## config.mk

```make
export PLATFORM = sky130hd
export DESIGN_NAME = mc_scoreboard
export DESIGN_NICKNAME = d
export VERILOG_FILES = /design/src/rtl/mc_sb_pkg.sv /design/src/rtl/mc_unit_tracker.sv /design/src/rtl/mc_scoreboard.sv
export SDC_FILE = /design/constraint.sdc
export NUM_CORES = 1
export LEC_CHECK = 0
export ABC_CLOCK_PERIOD_IN_PS = 3450
export CORE_UTILIZATION = 60
export CTS_CLUSTER_SIZE = 14
export DETAILED_ROUTE_END_ITERATION = 8
export DONT_BUFFER_PORTS = 1
export PLACE_DENSITY_LB_ADDON = 0.12
export SYNTH_ARGS = -nofsm -noshare
export SYNTH_HDL_FRONTEND = slang
export SYNTH_SLANG_ARGS = --single-unit
```

## constraint.sdc

```tcl
create_clock -name clk -period 3.45 [get_ports clk]
set_input_delay 0.345 -clock clk [delete_from_list [all_inputs] [get_ports clk]]
set_output_delay 0.345 -clock clk [all_outputs]
set_load 0.03 [all_outputs]
```

## src/rtl/mc_sb_pkg.sv

```systemverilog
// Shared types and helpers for the multicycle scoreboard.
//   mc_state_t : per-unit tracker FSM state (IDLE, BUSY, WB)
//   mc_tag_t   : destination tag {fp, rd}; its packed value is the busy-vector index
//   MC_UNIT_*  : unit index constants (0 = integer divide, 1 = FP div/sqrt)
package mc_sb_pkg;

  typedef enum logic [1:0] {
    IDLE = 2'b00,
    BUSY = 2'b01,
    WB   = 2'b10
  } mc_state_t;

  localparam logic MC_UNIT_DIV  = 1'b0;
  localparam logic MC_UNIT_FDIV = 1'b1;

  typedef struct packed {
    logic       fp;
    logic [4:0] rd;
  } mc_tag_t;

  // Busy-vector index: FP registers occupy the upper 32 entries.
  function automatic logic [5:0] tag_idx(input mc_tag_t tag);
    return {tag.fp, tag.rd};
  endfunction

  // One register reference against the busy vector; integer x0 never hits.
  function automatic logic reg_hit(input logic       use_reg,
                                   input logic       fp,
                                   input logic [4:0] r,
                                   input logic [63:0] busy);
    return use_reg & (fp | (r != 5'd0)) & busy[{fp, r}];
  endfunction

endpackage

```

## src/rtl/mc_unit_tracker.sv

```systemverilog
// Tracks one multicycle unit: issue -> countdown -> writeback request -> ack.
// Ports:
//   clk, rst    : clock, synchronous active-high reset
//   issue_i     : start pulse (only honoured in IDLE)
//   tag_i       : destination tag latched on issue
//   ack_i       : writeback port granted (only honoured in WB)
//   idle_o      : unit can accept a new op
//   wb_valid_o  : result ready, held until ack
//   tag_o       : latched destination tag, stable while waiting in WB
//   clear_o     : ack accepted this cycle; release the destination busy bit
module mc_unit_tracker
  import mc_sb_pkg::*;
#(
  parameter int unsigned Lat  = 33,
  parameter int unsigned CntW = 6
) (
  input  logic    clk,
  input  logic    rst,
  input  logic    issue_i,
  input  mc_tag_t tag_i,
  input  logic    ack_i,
  output logic    idle_o,
  output logic    wb_valid_o,
  output mc_tag_t tag_o,
  output logic    clear_o
);

  mc_state_t       state_q, state_d;
  logic [CntW-1:0] cnt_q, cnt_d;
  mc_tag_t         tag_q, tag_d;

  always_comb begin
    state_d = state_q;
    cnt_d   = cnt_q;
    tag_d   = tag_q;
    clear_o = 1'b0;
    unique case (state_q)
      IDLE: begin
        if (issue_i) begin
          state_d = BUSY;
          cnt_d   = CntW'(Lat - 1);
          tag_d   = tag_i;
        end
      end
      BUSY: begin
        cnt_d = cnt_q - 1'b1;
        // The count reaches zero as WB is entered, so the result is
        // presented exactly Lat cycles after the issue cycle.
        if (cnt_q == CntW'(1)) begin
          state_d = WB;
        end
      end
      WB: begin
        if (ack_i) begin
          state_d = IDLE;
          clear_o = 1'b1;
        end
      end
      default: state_d = IDLE;
    endcase
  end

  always_ff @(posedge clk) begin
    if (rst) begin
      state_q <= IDLE;
      cnt_q   <= '0;
      tag_q   <= '0;
    end else begin
      state_q <= state_d;
      cnt_q   <= cnt_d;
      tag_q   <= tag_d;
    end
  end

  assign idle_o     = (state_q == IDLE);
  assign wb_valid_o = (state_q == WB);
  assign tag_o      = tag_q;

endmodule

```

## src/rtl/mc_scoreboard.sv

```systemverilog
// Multicycle scoreboard: tracks the integer divider (unit 0) and FP div/sqrt
// (unit 1), keeps a 64-entry destination busy vector (32 int + 32 FP) and
// produces the pipeline stall signals.
// Ports:
//   clk, rst                 : clock, synchronous active-high reset
//   stall_pipl               : global stall, blocks issue
//   exe_mc_valid/unit/rd/rd_fp : multicycle op held in EXE
//   id_rs{1,2,3}[_fp,_use]   : ID-stage sources for RAW checks
//   id_rd[_fp,_use]          : ID-stage destination for WAW checks
//   mc_wb_ack                : per-unit writeback grant
//   mc_issue                 : per-unit one-cycle start pulse
//   mc_wb_valid/rd/rd_fp     : per-unit writeback request and tag
//   multicycle_hazard        : EXE op cannot issue this cycle
//   rd_busy                  : ID op hits a busy register
// Optional: define MC_SCOREBOARD_PERF_EN to add saturating cycle counters
//   perf_mc_hazard_cyc and perf_rd_busy_cyc.
module mc_scoreboard
  import mc_sb_pkg::*;
#(
  parameter int unsigned DIV_LAT  = 33,
  parameter int unsigned FDIV_LAT = 20,
  parameter int unsigned CNT_W    = 6
) (
  input  logic            clk,
  input  logic            rst,
  input  logic            stall_pipl,
  input  logic            exe_mc_valid,
  input  logic            exe_mc_unit,
  input  logic [4:0]      exe_rd,
  input  logic            exe_rd_fp,
  input  logic [4:0]      id_rs1,
  input  logic [4:0]      id_rs2,
  input  logic [4:0]      id_rs3,
  input  logic            id_rs1_fp,
  input  logic            id_rs2_fp,
  input  logic            id_rs3_fp,
  input  logic            id_rs1_use,
  input  logic            id_rs2_use,
  input  logic            id_rs3_use,
  input  logic [4:0]      id_rd,
  input  logic            id_rd_fp,
  input  logic            id_rd_use,
  input  logic [1:0]      mc_wb_ack,
  output logic [1:0]      mc_issue,
  output logic [1:0]      mc_wb_valid,
  output logic [1:0][4:0] mc_wb_rd,
  output logic [1:0]      mc_wb_rd_fp,
  output logic            multicycle_hazard,
  output logic            rd_busy
`ifdef MC_SCOREBOARD_PERF_EN
  ,
  output logic [31:0]     perf_mc_hazard_cyc,
  output logic [31:0]     perf_rd_busy_cyc
`endif
);

  logic [1:0] unit_idle;
  logic [1:0] unit_clear;
  mc_tag_t    unit_tag [2];
  mc_tag_t    exe_tag;
  logic       tgt_idle;
  logic       issue_ok;
  logic [63:0] busy_q, busy_d;

  assign exe_tag  = '{fp: exe_rd_fp, rd: exe_rd};
  assign tgt_idle = unit_idle[exe_mc_unit];
  // Reset also gates issue so nothing starts while reset is asserted.
  assign issue_ok = exe_mc_valid & ~stall_pipl & tgt_idle & ~rst;

  always_comb begin
    mc_issue[0] = issue_ok & (exe_mc_unit == MC_UNIT_DIV);
    mc_issue[1] = issue_ok & (exe_mc_unit == MC_UNIT_FDIV);
  end

  assign multicycle_hazard = exe_mc_valid & ~tgt_idle;

  for (genvar u = 0; u < 2; u++) begin : g_unit
    mc_unit_tracker #(
      .Lat  (u == 0 ? DIV_LAT : FDIV_LAT),
      .CntW (CNT_W)
    ) u_trk (
      .clk        (clk),
      .rst        (rst),
      .issue_i    (mc_issue[u]),
      .tag_i      (exe_tag),
      .ack_i      (mc_wb_ack[u]),
      .idle_o     (unit_idle[u]),
      .wb_valid_o (mc_wb_valid[u]),
      .tag_o      (unit_tag[u]),
      .clear_o    (unit_clear[u])
    );
    assign mc_wb_rd[u]    = unit_tag[u].rd;
    assign mc_wb_rd_fp[u] = unit_tag[u].fp;
  end

  // Clears first, then the set, so a same-cycle set on the same index wins.
  always_comb begin
    busy_d = busy_q;
    for (int u = 0; u < 2; u++) begin
      if (unit_clear[u]) begin
        busy_d[tag_idx(unit_tag[u])] = 1'b0;
      end
    end
    if (issue_ok && (tag_idx(exe_tag) != 6'd0)) begin
      busy_d[tag_idx(exe_tag)] = 1'b1;
    end
  end

  always_ff @(posedge clk) begin
    if (rst) begin
      busy_q <= '0;
    end else begin
      busy_q <= busy_d;
    end
  end

  // Registered state only: a busy bit is still seen in the ack cycle.
  assign rd_busy = reg_hit(id_rs1_use, id_rs1_fp, id_rs1, busy_q)
                 | reg_hit(id_rs2_use, id_rs2_fp, id_rs2, busy_q)
                 | reg_hit(id_rs3_use, id_rs3_fp, id_rs3, busy_q)
                 | reg_hit(id_rd_use,  id_rd_fp,  id_rd,  busy_q);

`ifdef MC_SCOREBOARD_PERF_EN
  logic [31:0] perf_haz_q, perf_haz_d;
  logic [31:0] perf_busy_q, perf_busy_d;

  always_comb begin
    perf_haz_d  = perf_haz_q;
    perf_busy_d = perf_busy_q;
    if (multicycle_hazard && (perf_haz_q != '1)) begin
      perf_haz_d = perf_haz_q + 32'd1;
    end
    if (rd_busy && (perf_busy_q != '1)) begin
      perf_busy_d = perf_busy_q + 32'd1;
    end
  end

  always_ff @(posedge clk) begin
    if (rst) begin
      perf_haz_q  <= '0;
      perf_busy_q <= '0;
    end else begin
      perf_haz_q  <= perf_haz_d;
      perf_busy_q <= perf_busy_d;
    end
  end

  assign perf_mc_hazard_cyc = perf_haz_q;
  assign perf_rd_busy_cyc   = perf_busy_q;
`endif

endmodule

```

==> out/results.ini <==
[hold_path]
hp-class = input port to register

[power_and_ir_drop]
p_per_area_nw_per_um2 = 313
p_int_mw = 1.60
ir_drop_v = 0.000315
clock_power_share_pct = 38.1
combPwrFrac_pct = 8.7
finalPower_mw = 2.10
p_seq_share_pct = 53.2
p_switching_uw = 502
power_switching_share_pct = 23.9
p_leak_nw = 2.05

[worst_setup_path]
cp.arrival_ns = 2.49
path_class = register to primary output
worst_path_max_delay_cell = mux4_2
setup.worst_path.start_class = register
required_ns = 3.11
cp_max_fo = 5
cpLargestDelayFamily = multiplexers
cp-end-kind = primary output
slowest_delay_ns = 0.47
critical_path_buf_inv_count = 0
r2r_slack_ns = 1.22
path_cells = mux4_2 -> mux2_2 -> a2111oi_0 -> a211oi_1 -> a21oi_1 -> nand4_1

[clock_network]
cts_tree = yes
clk_pin_slew_ns = 0.09
cts_num_sinks = 92
htree_levels = 3
insertion_delay_ns = 0.37
clockBufferDepth = 2
post_cts_resized = 0
post-cts-setup-buffers = 0
cts.hold.buffers_added = 0
cts-root-buf = clkbuf_8
cts_buffers = 9

[placed_design]
dp_hpwl_um = 14400
io_buffers = 0
postPlaceCellArea_um2 = 6470
gp_congestion = 0.962

[global_route]
grt-ovfl-total = 0
grt_usage_pct = 36.6
grt_pass1_vias = 5504
grt_max_degree = 82
antenna_found_initial = 0
grt_pass1_wl_um = 31100

[sta]
post-route-period-util_pct = 82.2
timing.fmax_ghz = 0.353
worst_pin_slew_ns = 0.806
final_hold_viol_count = 0
rsz0062_at_grt = no
setup_viol = 0
fin_crit_ns = 2.84
final-max-slew-violation-count = 0
maxSlewHeadroom_pct = 46.2
fin_tns_setup_ns = 0
skew_ns = 0.0104

[synthesis]
ys_types = 56
synth_area_um2 = 6530
synth_mux_area_share_pct = 25.4
synth-edff-count = 0
synth.largest_area_cell = dfxtp_1
synthAdderAreaFrac_pct = 0.767
synth_top_area_share_pct = 28.2
async_flop_share_pct = 0
netlist_top_cells_count = 109 x nand2_1, 92 x dfxtp_1, 84 x a21oi_1
syn_inst = 719
yosys_warnings = 0
syn_nets = 764
synth_top_flop_cell = dfxtp_1
synthXorXnorAreaFrac_pct = 0.268
synthSimpleGateAreaFrac_pct = 20.6
ys_ff_latch = 92
synth_top_family_by_area = multiplexers
synth.area.top_cells = dfxtp_1 28%, mux4_2 21%, o221ai_1 8.2%, a21oi_1 6.4%, nand2_1 6.3%
avgSynthCellArea_um2 = 9.08
synth_seq_area_share_pct = 28.2
synth-compound-area-share_pct = 19.8
synth_most_common_cell = nand2_1

[final_layout]
area_growth_pct = 2.55
drive_gt1_share_pct = 14.0
fin_area_um2 = 6690
antenna_cells = 0
nets = 721

[floorplanning]
fp-row-count = 37
dieArea_um2 = 11300
die_w_um = 106
io_pins = 59
start_util_pct = 62.6
core_area_um2 = 10400
die_h_um = 106

[run_status]
outcome = complete, no violations

[routing]
wl_per_cell_um = 24.7
ant_nets = 0
drt-total-wl_um = 20200
vias_per_cell = 7.43
route.vias.total = 6071
drc = 0
drt_first_iter_violations = 767
drt_pass1_iterations = 6

[job]
maxCapViolCount = 0

per-stage QoR:
stage          cells  util, %  worst slack [ns]  hold WS [ns]
6_report         817     64.2             0.615        0.0502
5_1_grt          817     64.2             0.503        0.0295
4_1_cts          817     64.2             0.624        0.0353
3_5_place_dp     801     62.2              1.02         0.424
3_3_place_gp     801     62.2             0.953         0.423
2_1_floorplan    719        -             0.904         0.457
worst paths after layout:
kind	end	depth (start not counted)	start
worst max-delay path	rd_busy	6	busy_q[13]
worst min-delay path	g_unit[1].u_trk.state_q[1]	1	rst
worst max register to register	busy_q[13]	6	g_unit[0].u_trk.state_q[0]
worst min register to register	g_unit[0].u_trk.cnt_q[4]	2	g_unit[0].u_trk.cnt_q[4]
cell families after synthesis:
group,after synthesis
AO/OA/AOI/OAI,194
XOR/XNOR,2
adder cells (fa/ha/maj),4
buffers and inverters,73
flip-flops,92
multiplexers,89
AND/OR/NAND/NOR,265
layer usage:
| metal | vias up | routed length [um] | GRT usage [%] |
|---|---|---|---|
| li1 | 2701 | - | - |
| met1 | 2883 | 7680 | 49.0 |
| met2 | 431 | 9410 | 57.5 |
| met3 | 56 | 2480 | 7.97 |
| met4 | 0 | 626 | 15.4 |
| met5 | - | 0 | 0 |
registers in the layout (all words and copies together), names as in the netlist:
register	cells
busy_q	64
g_unit.u_trk.cnt_q	12
g_unit.u_trk.tag_o	12
g_unit.u_trk.state_q	4
layout make-up:
| class | instances | area (um^2) |
|---|---|---|
| multi-input combinational | 554 | 4360 |
| fill | 890 | 3720 |
| sequential | 92 | 1840 |
| tap | 136 | 170 |
| clock buffer | 12 | 145 |
| clock inverter | 4 | 72.6 |
| timing repair buffer | 7 | 52.6 |
| inverter | 12 | 45.0 |
power groups by stage:
stage | Sequential (mW) | Clock (mW) | Combinational (mW)
floorplan | 1.12 | 0 | 0.220
global placement | 1.14 | 0 | 0.176
detailed placement | 1.14 | 0 | 0.179
CTS | 1.11 | 0.801 | 0.180
global route | 1.12 | 0.847 | 0.198
finish | 1.11 | 0.800 | 0.182
placed cells by master (no fill, tap or decap), types with 4 or more instances in the layout:
cell type and instances:
inv_1 12, buf_4 7, nand2b_1 5, mux2_2 4, o221ai_1 61, or3_1 6
ha_1 4, mux4_2 61, nand3b_1 14, clkbuf_8 10, nor3_1 14, dfxtp_1 92
nor3b_1 11, nand4_1 7, o211ai_1 4, nand4b_1 4, a21oi_1 84, nand2_1 109
nor2_1 40, nor2b_1 13, o21ai_0 20, mux2i_1 24, and3_1 5, nand3_1 17
Power figures use the tool's default switching activity.
